File: config.mk
export PLATFORM = sky130hd
export DESIGN_NAME = tick_divider
export DESIGN_NICKNAME = d
export VERILOG_FILES = /design/src/rtl/tick_divider.sv
export SDC_FILE = /design/constraint.sdc
export NUM_CORES = 1
export LEC_CHECK = 0
export BUFFER_PORTS_ARGS = -buffer_cell sky130_fd_sc_hd__buf_4
export CORE_AREA = 5 5 278 280
export CTS_BUF_LIST = sky130_fd_sc_hd__clkbuf_8
export CTS_CLUSTER_SIZE = 20
export DETAILED_ROUTE_END_ITERATION = 10
export DIE_AREA = 0 0 283 285
export GPL_TIMING_DRIVEN = 0
export PLACE_DENSITY = 0.41
export SYNTH_ARGS = -nofsm -noshare
export SYNTH_HDL_FRONTEND = slang
export SYNTH_SLANG_ARGS = --single-unit
File: constraint.sdc
create_clock -name M_CLK -period 12.72 [get_ports M_CLK]
set_clock_uncertainty 0.05 [all_clocks]
set_input_delay 0.636 -clock M_CLK [delete_from_list [all_inputs] [get_ports M_CLK]]
set_output_delay 0.636 -clock M_CLK [all_outputs]
set_load 0.05 [all_outputs]
File: src/rtl/tick_divider.sv
// tick_divider: multi-channel clock-enable generator.
// Each channel emits a one-cycle TICK every act clocks plus a square wave SQ
// that toggles on every TICK. Divisors are written into a shadow register and
// promoted to the active divisor only at a period boundary (wrap) or on CLR,
// so a reload never produces a short or long glitch period.

module tick_divider #(
  parameter int N_CH  = 4,
  parameter int CNT_W = 27,
  parameter int SEL_W = 2,
  parameter logic [N_CH*CNT_W-1:0] DIV_INIT =
    {27'd20_000_000, 27'd160_000, 27'd50_000_000, 27'd100_000_000}
) (
  input  logic             M_CLK,
  input  logic             RST,
  input  logic             EN,
  input  logic             CLR,
  input  logic [N_CH-1:0]  CH_EN,
  input  logic             DIV_WE,
  input  logic [SEL_W-1:0] DIV_SEL,
  input  logic [CNT_W-1:0] DIV_DATA,
  output logic [N_CH-1:0]  TICK,
  output logic [N_CH-1:0]  SQ
);

  // Reject configurations that could never produce a valid period.
  generate
    for (genvar g = 0; g < N_CH; g++) begin : g_init_chk
      if (DIV_INIT[g*CNT_W +: CNT_W] == '0) begin : g_zero_div
        $error("tick_divider: DIV_INIT field %0d is zero", g);
      end
    end
    if ((1 << SEL_W) < N_CH) begin : g_sel_chk
      $error("tick_divider: SEL_W too narrow for N_CH");
    end
  endgenerate

  logic [CNT_W-1:0] r_cnt [N_CH];
  logic [CNT_W-1:0] r_act [N_CH];
  logic [CNT_W-1:0] r_shd [N_CH];
  logic [N_CH-1:0]  r_tick;
  logic [N_CH-1:0]  r_sq;

  logic [N_CH-1:0]  w_run;
  logic [N_CH-1:0]  w_wrap;
  logic [N_CH-1:0]  w_wr;

  // Per-channel run, wrap detect (full-width compare) and write decode.
  // A select value that matches no channel index simply hits nothing.
  always_comb begin
    w_run  = '0;
    w_wrap = '0;
    w_wr   = '0;
    for (int i = 0; i < N_CH; i++) begin
      w_run[i]  = EN & CH_EN[i];
      w_wrap[i] = EN & CH_EN[i] & (r_cnt[i] == (r_act[i] - CNT_W'(1)));
      w_wr[i]   = DIV_WE & (DIV_SEL == SEL_W'(i)) & (DIV_DATA != '0);
    end
  end

  // Counter, divisor and output state for all channels; CLR outranks run.
  always_ff @(posedge M_CLK or posedge RST) begin
    if (RST) begin
      for (int i = 0; i < N_CH; i++) begin
        r_cnt[i] <= '0;
        r_act[i] <= DIV_INIT[i*CNT_W +: CNT_W];
        r_shd[i] <= DIV_INIT[i*CNT_W +: CNT_W];
      end
      r_tick <= '0;
      r_sq   <= '0;
    end else begin
      for (int i = 0; i < N_CH; i++) begin
        if (CLR) begin
          // A write landing with CLR is applied straight to the active divisor.
          r_cnt[i]  <= '0;
          r_tick[i] <= 1'b0;
          r_sq[i]   <= 1'b0;
          r_act[i]  <= w_wr[i] ? DIV_DATA : r_shd[i];
        end else if (w_wrap[i]) begin
          // The wrap loads the shadow as it stood before any same-edge write.
          r_cnt[i]  <= '0;
          r_tick[i] <= 1'b1;
          r_sq[i]   <= ~r_sq[i];
          r_act[i]  <= r_shd[i];
        end else if (w_run[i]) begin
          r_cnt[i]  <= r_cnt[i] + CNT_W'(1);
          r_tick[i] <= 1'b0;
        end else begin
          r_tick[i] <= 1'b0;
        end
        if (w_wr[i]) begin
          r_shd[i] <= DIV_DATA;
        end
      end
    end
  end

  assign TICK = r_tick;
  assign SQ   = r_sq;

endmodule

==> impl_summary.md <==
Run status
The run finished with clean final reports.

Critical path
The worst setup path is captured at a register. The reg2reg setup slack is roughly 8.1 ns. The worst register-to-register path begins at r_act[3]. The endpoint required time on the critical path is 13.17 ns. The worst setup path endpoint is r_act[6]. The startpoint-to-endpoint class of the critical path is register to register. The data arrival time of the worst path is 5.12 ns. The nature of the critical path startpoint is a register.

The startpoint of the worst setup timing path is r_act[3]. The worst register-to-register path has a depth of 12. The worst register-to-register path ends at r_act[6].

The maximum fanout encountered on the critical timing path is 10.

Timing
Setup violations remaining at the end of the flow were counted as 0. The worst path uses 36.7% of the clock period. Headroom to the max-slew limit came out at 11.8%.

Setup repair after global routing left no endpoint under its margin. The final count of pins violating max slew is 0. The hold violation count in the final report is 0. The setup TNS is 0 ns. Subtracting the final worst setup slack from the clock period gives between 4 and 5 ns.

The transition time at the pin with the least slew margin is between 1 and 1.5 ns. The maximum clock rate is 214 MHz.

Clocking
In this run the number of H-tree levels came out at 3. The root buffer cell is sky130_fd_sc_hd__clkbuf_8. The clock latency on the worst-skew pair is 0.63 ns. TritonCTS created 66 clock buffers.

The maximum count of clock buffers along a single path is 3. The total clock sinks is around 330. The clock edge transition at the registers on the reported setup and hold paths is about 0.060 ns.

The CTS tree is done. The post-CTS setup repair buffer count is 0.

Floorplan
For this configuration, the core starts out at a cell density of 24.9%. In this run the horizontal extent of the chip is 283 um. The height of the die is around 290 um.

The placeable core region is 74200 sq um. The total I/O pin count is between 40 and 50. The area of the die is between 80000 and 90000 sq um.

Row generation in the floorplan step produced 100 rows.

Logic synthesis
The number of enable-type register cells in the synthesized netlist is 0. The count of synthesis-stage warnings from yosys is 0. The count of different cell masters after synthesis is 72. The register bit total from synthesis is 332. The most repeated cell in the gate-level netlist after synthesis is sky130_fd_sc_hd__dfrtp_1. The async set or reset register ratio after synthesis is 100%.

After synthesis, the most frequently instantiated cells are 258 x sky130_fd_sc_hd__dfrtp_1, 181 x sky130_fd_sc_hd__nor2_1, 163 x sky130_fd_sc_hd__mux2_2. The net count of the mapped netlist is 1875. The average cell area after synthesis is ~10 sq um. Synthesis produced around 1800 cells.

For this run, the leading register cell type out of synthesis is sky130_fd_sc_hd__dfrtp_1. Yosys attributes the largest share of cell area to sky130_fd_sc_hd__dfrtp_1 35%, sky130_fd_sc_hd__dfstp_2 11%, sky130_fd_sc_hd__mux2_2 10%. The share of synthesized area in the top cell type comes to 35.0%. The dominant cell type by area after synthesis is sky130_fd_sc_hd__dfrtp_1.

The netlist area before placement is 18400 sq um. After synthesis, flip-flops and latches occupy 45.6% of the total area.

Hold path
The worst hold-check path type is input pin to register.

Power
Power comes to 0.00297 W. In this run the static leakage power is ~8.5 nW. The share of power burned in combinational logic is between 10% and 20%.

The worst-case IR drop observed on VDD is approximately 57 uV. The proportion of power drawn by flip-flops and latches is 45.9%. In this run the power spent charging and discharging nets is 0.000922 W.

The clock network burns about 36% of the power. The switching fraction of total power is 31.0%. The total power per unit cell area is 139 nW/um^2. Internal power comes to 0.00205 W.

GRT
The via count of the first global-routing pass is 14497. The first-pass GRT wire length is 87.2 mm. The sum of overflow across all layers after global routing is 0. Entering global routing, the biggest net connects 112 pins. The total track usage is 13.7%. The number of antenna violations at the first check in global routing was 5.

Cells and area
Excluding fillers, the count of instances in the completed layout stands at 2971. Relative to the synthesized area, the layout overhead comes to 16.1%. The post-layout utilization of the core is approximately 29%. For this run, the post-layout net count is around 2000. Cells with a size suffix above 1 make up between 20% and 30% of the layout.

Detailed routing
Dividing the detail-routed wire length by the instance count gives 18.9 um. For this run, design rule violations remaining after detail routing come to 0. The number of iterations in the first detailed-routing pass is 5.

In this run the remaining antenna-violating nets after routing total 0. The detailed-route wire length is 56.0 mm. The total number of vias is 14014. The via density per instance is 4.72. The detailed router finished its first iteration with 712 violations.

Place
Once placement completed, the tool counted placed cells totaling 2847. The number of buffers added on ports is 45. The final RePlAce weighted congestion is 0.814. The estimated wirelength of the detail-placed design is ~40 mm.

Flow run
Across the run, the number of max-cap violations was 0.
## what timing repair did
action / 4_1_cts / 5_1_grt
hold buffers: 1 / 0
setup endpoints to repair: 0 / 0
endpoints found under the hold margin: 25 / 0
resized for setup: 0 / 0
## worst max-delay path, cell delays in order (launching register included)
cell                       delay (ns)
sky130_fd_sc_hd__dfrtp_1         0.35
sky130_fd_sc_hd__clkbuf_1        0.22
sky130_fd_sc_hd__nor4_2          0.66
sky130_fd_sc_hd__nand3_1         0.44
sky130_fd_sc_hd__or4_1           0.58
sky130_fd_sc_hd__mux2i_1         0.15
sky130_fd_sc_hd__mux2i_1         0.19
sky130_fd_sc_hd__nand4b_1        0.13
sky130_fd_sc_hd__nor4_1          0.39
sky130_fd_sc_hd__buf_2           0.35
sky130_fd_sc_hd__buf_2           0.39
sky130_fd_sc_hd__mux2_2          0.38
sky130_fd_sc_hd__mux2_2          0.26
## cells in the final DEF, fill, tap and decap left out, types with 72 or more instances in the layout
cell,n
sky130_fd_sc_hd__nand3_1,72
sky130_fd_sc_hd__clkbuf_8,80
sky130_fd_sc_hd__dfrtp_1,258
sky130_fd_sc_hd__nand2_1,161
sky130_fd_sc_hd__xor2_1,107
sky130_fd_sc_hd__nor2_1,181
sky130_fd_sc_hd__mux2_2,163
sky130_fd_sc_hd__dfstp_2,74
sky130_fd_sc_hd__xnor2_1,131
sky130_fd_sc_hd__mux2i_1,84
## final cells by class
type / instances / area, sq um
diodes: 2 / 5.00
plain buffers: 86 / 385
clock buffers: 80 / 1100
clock inverters: 40 / 179
fillers: 7820 / 52800
inverters: 27 / 109
multi-input cells: 1384 / 9550
flip-flops and latches: 332 / 8400
well taps: 969 / 1210
repair buffers: 51 / 463
## registers in the layout (all words and copies together), names as in the netlist
register / count
r_act: 108
r_cnt: 108
r_shd: 108
SQ: 4
TICK: 4
## cells by family (layout without fill, tap and decap cells)
family                   count (synthesis)  after routing  share of synthesized area, %
other                                    0              2                             0
AND/OR/NAND/NOR                        691            691                          18.9
AO/OA/AOI/OAI                          200            200                          6.57
XOR/XNOR                               238            238                          11.3
multiplexers                           247            247                          14.5
adder cells (fa/ha/maj)                  8              8                         0.543
flip-flops                             332            332                          45.6
buffers and inverters                  113            284                          2.64
## per-layer routing
layer | track usage, % | vias to the layer above | part of all wire, %
li1 | - | 6730 | -
met1 | 18.5 | 6963 | 47
met2 | 22.0 | 231 | 46
met3 | 2.68 | 88 | 4.2
met4 | 4.75 | 2 | 2.6
met5 | 0 | - | 0.023
## per-stage QoR
step / cell area, sq um / hold WS (ns) / setup WS [ns]
after detailed placement: 20100 / 0.454 / 7.97
after floorplan: 18400 / 0.436 / 2.96
final: 21400 / 0.338 / 8.05
after global routing: 21400 / 0.288 / 7.70
after global placement: 20000 / 0.444 / -1.38
after CTS: 21400 / 0.260 / 7.94
## how the worst min path moves through the flow
stage / start / end / slack, ns / cells after the start
floorplan: r_shd[0] / r_shd[0] / 0.44 / 1
global placement: r_shd[19] / r_shd[19] / 0.44 / 1
detailed placement: r_shd[4] / r_shd[4] / 0.45 / 1
CTS: DIV_DATA[2] / r_shd[2] / 0.26 / 2
global route: DIV_DATA[2] / r_shd[2] / 0.29 / 2
finish: DIV_DATA[2] / r_shd[56] / 0.34 / 2
## power by group through the flow
| stage | combinational [W] | sequential [W] | clock, W |
|---|---|---|---|
| finish | 0.000544 | 0.00136 | 0.00107 |
| CTS | 0.000551 | 0.00137 | 0.00111 |
| global route | 0.000613 | 0.00139 | 0.00116 |
| detailed placement | 0.000549 | 0.00138 | 0 |
| floorplan | 0.000422 | 0.00133 | 0 |
| global placement | 0.000532 | 0.00138 | 0 |
No activity file was read; power rests on OpenSTA's default activity.
